==> src/rtl/clock_reset_sequencer.sv <==
// -----------------------------------------------------------------------------
// clock_reset_sequencer
//
// Start-up sequencer running on the 56 MHz PLL output clock. It synchronises
// and qualifies the PLL lock flag, holds the system in reset for a fixed
// power-on period, then releases reset and generates the 7 MHz / 3.5 MHz
// clock-enable strobes. Core logic may request a soft reset while running, and
// any loss of lock returns the block to WAIT_LOCK.
//
// Ports:
//   clock      in   56 MHz system clock
//   reset      in   asynchronous active-low reset
//   locked     in   PLL lock, asynchronous to clock
//   softReset  in   soft-reset request (level, active-high, honoured in RUN)
//   sysReset   out  system reset, active-low, registered
//   ready      out  high while in RUN, registered
//   ce7p/ce7n  out  7 MHz positive/negative phase enables (one clock wide)
//   ce3p/ce3n  out  3.5 MHz positive/negative phase enables
//   state      out  current state for debug
//
// state      | meaning
// -----------+-------------------------------------------------------------
// WAIT_LOCK  | waiting for synchronised lock; counter held at 0
// STABLE     | lock seen; must stay high for LOCK_CYCLES consecutive cycles
// PORST      | lock trusted; sysReset held low for POR_CYCLES cycles
// RUN        | sysReset released, strobes running
// -----------------------------------------------------------------------------
module clock_reset_sequencer #(
  parameter int LOCK_CYCLES = 1024,
  parameter int POR_CYCLES  = 65536
) (
  input  logic       clock,
  input  logic       reset,
  input  logic       locked,
  input  logic       softReset,
  output logic       sysReset,
  output logic       ready,
  output logic       ce7p,
  output logic       ce7n,
  output logic       ce3p,
  output logic       ce3n,
  output logic [1:0] state
);

  localparam int MAX_CYCLES = (LOCK_CYCLES > POR_CYCLES) ? LOCK_CYCLES : POR_CYCLES;
  localparam int CW         = $clog2(MAX_CYCLES) + 1;

  localparam logic [CW-1:0] LOCK_TC = CW'(LOCK_CYCLES - 1);
  localparam logic [CW-1:0] POR_TC  = CW'(POR_CYCLES - 1);

  typedef enum logic [1:0] {
    S_WAIT_LOCK = 2'd0,
    S_STABLE    = 2'd1,
    S_PORST     = 2'd2,
    S_RUN       = 2'd3
  } state_t;

  state_t        r_state;
  state_t        w_state_next;
  logic          r_sync1;
  logic          r_sync2;
  logic          w_locked_s;
  logic [CW-1:0] r_cnt;
  logic [CW-1:0] w_cnt_next;
  logic [3:0]    r_cc;
  logic [3:0]    w_cc_next;
  logic          r_sys_reset;
  logic          r_ready;
  logic          w_run;

  // Two-flop synchroniser: the only place the raw lock flag is sampled.
  always_ff @(posedge clock or negedge reset) begin
    if (!reset) begin
      r_sync1 <= 1'b0;
      r_sync2 <= 1'b0;
    end else begin
      r_sync1 <= locked;
      r_sync2 <= r_sync1;
    end
  end

  assign w_locked_s = r_sync2;

  // State register, with the counter, divider and registered outputs that
  // follow the next state so they change on the same edge as the state.
  always_ff @(posedge clock or negedge reset) begin
    if (!reset) begin
      r_state     <= S_WAIT_LOCK;
      r_cnt       <= '0;
      r_cc        <= '0;
      r_sys_reset <= 1'b0;
      r_ready     <= 1'b0;
    end else begin
      r_state     <= w_state_next;
      r_cnt       <= w_cnt_next;
      r_cc        <= w_cc_next;
      r_sys_reset <= (w_state_next == S_RUN);
      r_ready     <= (w_state_next == S_RUN);
    end
  end

  // Next-state logic. Lock loss beats softReset beats counter terminal.
  always_comb begin
    w_state_next = r_state;
    case (r_state)
      S_WAIT_LOCK: begin
        if (w_locked_s) w_state_next = S_STABLE;
      end
      S_STABLE: begin
        if (!w_locked_s)           w_state_next = S_WAIT_LOCK;
        else if (r_cnt == LOCK_TC) w_state_next = S_PORST;
      end
      S_PORST: begin
        if (!w_locked_s)          w_state_next = S_WAIT_LOCK;
        else if (r_cnt == POR_TC) w_state_next = S_RUN;
      end
      S_RUN: begin
        if (!w_locked_s)    w_state_next = S_WAIT_LOCK;
        else if (softReset) w_state_next = S_PORST;
      end
      default: w_state_next = S_WAIT_LOCK;
    endcase
  end

  // Counter and divider: both restart at 0 on every state change, so a state
  // always starts from a clean count and the first RUN cycle has cc=0.
  always_comb begin
    w_cnt_next = '0;
    w_cc_next  = '0;
    if ((r_state == S_STABLE || r_state == S_PORST) && (w_state_next == r_state))
      w_cnt_next = r_cnt + 1'b1;
    if ((r_state == S_RUN) && (w_state_next == S_RUN))
      w_cc_next = r_cc + 1'b1;
  end

  // Output decode: strobes are combinational from registered cc and state.
  always_comb begin
    w_run = (r_state == S_RUN);
    ce7p  = w_run && (r_cc[2:0] == 3'd7);
    ce7n  = w_run && (r_cc[2:0] == 3'd3);
    ce3p  = w_run && (r_cc == 4'd15);
    ce3n  = w_run && (r_cc == 4'd7);
  end

  assign sysReset = r_sys_reset;
  assign ready    = r_ready;
  assign state    = r_state;

endmodule

==> config.mk <==
export PLATFORM = sky130hd
export DESIGN_NAME = clock_reset_sequencer
export DESIGN_NICKNAME = d
export VERILOG_FILES = /design/src/rtl/clock_reset_sequencer.sv
export SDC_FILE = /design/constraint.sdc
export NUM_CORES = 1
export LEC_CHECK = 0
export ABC_CLOCK_PERIOD_IN_PS = 5200
export BUFFER_PORTS_ARGS = -buffer_cell sky130_fd_sc_hd__buf_4
export CAP_MARGIN = 25
export CORE_MARGIN = 4
export CORE_UTILIZATION = 55
export DETAILED_ROUTE_END_ITERATION = 8
export GPL_TIMING_DRIVEN = 1
export PLACE_DENSITY = 0.82
export SLEW_MARGIN = 30
export SYNTH_ARGS = -nofsm -noshare
export SYNTH_HDL_FRONTEND = slang
export SYNTH_SLANG_ARGS = --single-unit
==> constraint.sdc <==
create_clock -name clock -period 5.2 [get_ports clock]
set_clock_uncertainty 0.05 [all_clocks]
set_input_delay 0.26 -clock clock [delete_from_list [all_inputs] [get_ports clock]]
set_output_delay 0.26 -clock clock [all_outputs]
set_load 0.02 [all_outputs]
==> results by group <==
Setup path
  – Worst reg-to-reg setup slack: approximately 2.2 ns
  – CP Class: reg2reg
  – Most frequent CP cell: ha_1
  – CP Buf/Inv Count: 0
  – Endpoint class of the critical path: flip-flop
  – Arr. time, crit path: between 3 and 4 ns
  – Critical path, cell by cell: ha_1 > nand4_2 > nor4_1 > and3_1 > ha_1 > o21a_1 > o311ai_0 > o211ai_1 > a21oi_2 > nor3_1
  – RR Startpoint: r_cnt[0]$_DFF_PN0_
  – Startpoint Class: flip-flop
  – RR Endpoint: r_cnt[2]$_DFF_PN0_
  – Critical path depth: 10
  – CP peak stage delay: 0.58 ns
  – Slowest CP cell: a21oi_2
  – R2R depth: 10
  – Worst-path fanout max: 17
  – Top delay family on crit path: compound AO/OA/AOI/OAI gates
  – WP data required: 5.32 ns

Logic synthesis
  – Post-synth EDFFs: 0
  – Mapped Area: around 1500 um^2
  – Area leader, netlist: dfrtp_1
  – Async S/R FF share, synth: 1.00
  – Main synth FF type: dfrtp_1
  – Sequential element share of the synthesized area: 0.434
  – Cells after Synth: 150
  – Yosys Warn Count: 0
  – Number of synthesized register bits: 26
  – Netlist cell types: 37
  – Yosys top cell area share: 0.434
  – Syn_nets: 163
  – Synthesized area per cell: between 10 and 15 um^2
  – Synth top area cells: dfrtp_1 (43%), ha_1 (7.5%), nor3_1 (6.3%)

Layout
  – Final net count: 176
  – Multi-input logic area: slightly below 800 um^2
  – Area grow syn2layout: 9.09%
  – N_diodes: 0
  – Most frequent cells in the layout: dfrtp_1 (26), nor3_1 (19), buf_4 (11)
  – Share of layout cells above drive strength 1: 0.149
  – Finished Core Util: 0.643
  – FF/Latch Area: about 650 um^2
  – Final-layout fill cell count: 218
  – Commonest non-fill, non-tap cell in the layout: dfrtp_1

Min path
  – Worst hold path type: in2async

Pwr
  – Internal power of the cells: 282 uW
  – Clock Power Share: 0.189
  – Comb power frac: 0.275
  – Seq pwr share: 0.536
  – Sw Ratio: 0.345
  – Power per cell area: around 260 nW/um^2
  – Switch Pwr: 149 uW
  – VDD IR-drop max: 0.225 mV
  – Leak: ~0.0007 uW

Global route
  – Pin count of the biggest net entering global routing: 27
  – Total GRT Usage: 0.173
  – Overflow after GRT: 0
  – Global-route wire length before repair: roughly 4700 um
  – Initial antenna violation count: 0
  – Vias in the first global route: 1054

Place
  – GP Congestion: 0.851
  – Count of buffers from port buffering: 11
  – DP HPWL: 1960 um
  – Pre-CTS setup slack: 2.25 ns

Timing
  – Fin. max-slew vios: 0
  – Setup_tns: 0 ns
  – Hold Vio Cnt, Final: 0
  – Fmax: approximately 340 MHz
  – Final Critical Period: between 2 and 3 ns
  – Final worst-path cycle share: 0.571
  – Final setup viols: 0
  – Slew margin rel.: 0.506
  – Worst Max-Slew Pin Slew: between 0.7 and 0.8 ns
  – Final worst slack: between 2 and 2.5 ns
  – Hold WS: between 0.3 and 0.4 ns
  – RSZ-0062 raised after global routing: false

Drt
  – DRC viols: 0
  – Vias post-DR: between 1000 and 1500
  – DR vias/cell: 5.91
  – DRT Pass-1 Iters: 4
  – Met2 wire length: ~1300 um
  – Drt wl/cell: about 14 um
  – Met3 WL: ~85 um
  – M1 WL: approximately 1300 um
  – Routed Antenna Nets: 0
  – Iter 0 DRT Violations: between 50 and 60
  – Max Used Layer: met4
  – Drt total wl: around 2700 um

Clock network
  – Post-CTS Setup Repair Bufs: 0
  – Clock transition at path regs: between 0.1 and 0.15 ns
  – Cts hold-fix bufs: 2
  – Clk Tree Root Cell: clkbuf_4
  – # H-tree levels: 1
  – Clock buffer depth: 2
  – CTS tree: yes
  – Worst-Skew Late Latency: around 0.32 ns
  – # resized after CTS: 0
  – Total CTS buffers: 3
  – Clock Sinks: 26

Floorplanning
  – Die area: between 3000 and 4000 um^2
  – Initial core utilization: 0.589
  – # IOs: 12
  – Core area: 2540 um^2
  – Die Y: ~60 um
  – Row count: 18
  – DIE WIDTH: 60.2 um

Flow run
  – # Max-Cap Violations: 0

Run status
  – Status: finished clean
-- stage by stage --
step,area [um^2],total power [uW],std cells
2_1_floorplan,1500,321,150
3_3_place_gp,1590,345,186
3_5_place_dp,1590,352,186
4_1_cts,1640,438,191
5_1_grt,1640,462,191
6_report,1640,431,191
-- power by group through the flow --
stage               Clock [uW]  Combinational, uW  Sequential [uW]
finish                    81.6                118              231
global route              95.9                133              233
global placement             0                111              233
CTS                       88.7                119              230
floorplan                    0               86.3              235
detailed placement           0                116              235
-- state kept, by name, indices dropped and copies added (netlist names) --
name     cells
r_sync1      1
r_sync2      1
state        2
ready        1
r_cc         4
r_cnt       17
-- logic make-up after synthesis --
group / count (synthesis) / synth area share
compound gates: 17 / 0.0917
flops: 26 / 0.434
simple gates: 68 / 0.267
xor+xnor: 15 / 0.0876
buf+inv: 15 / 0.0450
fa+ha+maj: 9 / 0.0751
-- worst max-delay path by stage --
stage,start,to,slack [ns]
floorplan,r_cnt[0]$_DFF_PN0_,r_cnt[10]$_DFF_PN0_,2.62
global placement,r_cnt[0]$_DFF_PN0_,r_cnt[8]$_DFF_PN0_,2.32
detailed placement,r_cnt[0]$_DFF_PN0_,r_cnt[2]$_DFF_PN0_,2.25
CTS,r_cnt[0]$_DFF_PN0_,r_cnt[2]$_DFF_PN0_,2.23
global route,r_cnt[0]$_DFF_PN0_,r_cnt[11]$_DFF_PN0_,2.03
finish,r_cnt[0]$_DFF_PN0_,r_cnt[2]$_DFF_PN0_,2.23
-- final cells by class --
type,count,share of cell area
inverter,10,0.0229
timing repair buffer,13,0.0627
tap,30,0.0229
sequential,26,0.398
clock buffer,3,0.0138
multi-input combinational,109,0.480
-- per-layer routing --
layer,global-route usage,vias up
met5,0,-
met4,0.0475,0
met3,0.0389,2
met2,0.290,14
met1,0.223,554
li1,-,558
-- cells in the mapped netlist, types with 2 or more instances --
master / count
xnor2_1: 8
buf_4: 2
and2_1: 6
nor3b_1: 2
inv_1: 10
nand4_2: 2
nand2_1: 4
o21a_1: 2
ha_1: 9
nor4_1: 2
xor2_1: 7
nor2b_1: 3
nand3_1: 9
nand4_1: 6
nor3_1: 19
and4_1: 2
dfrtp_1: 26
nor2_1: 8
o31ai_1: 2
o31a_1: 2
clkbuf_2: 2
nor4_2: 2
-- worst reg2reg max path: stages (launching register included) --
cell      delay [ns]
dfrtp_1         0.43
ha_1            0.26
nand4_2         0.18
nor4_1          0.10
and3_1          0.20
ha_1            0.22
o21a_1          0.20
o311ai_0        0.29
o211ai_1        0.16
a21oi_2         0.58
nor3_1          0.16
No activity file was read; power rests on OpenSTA's default activity.
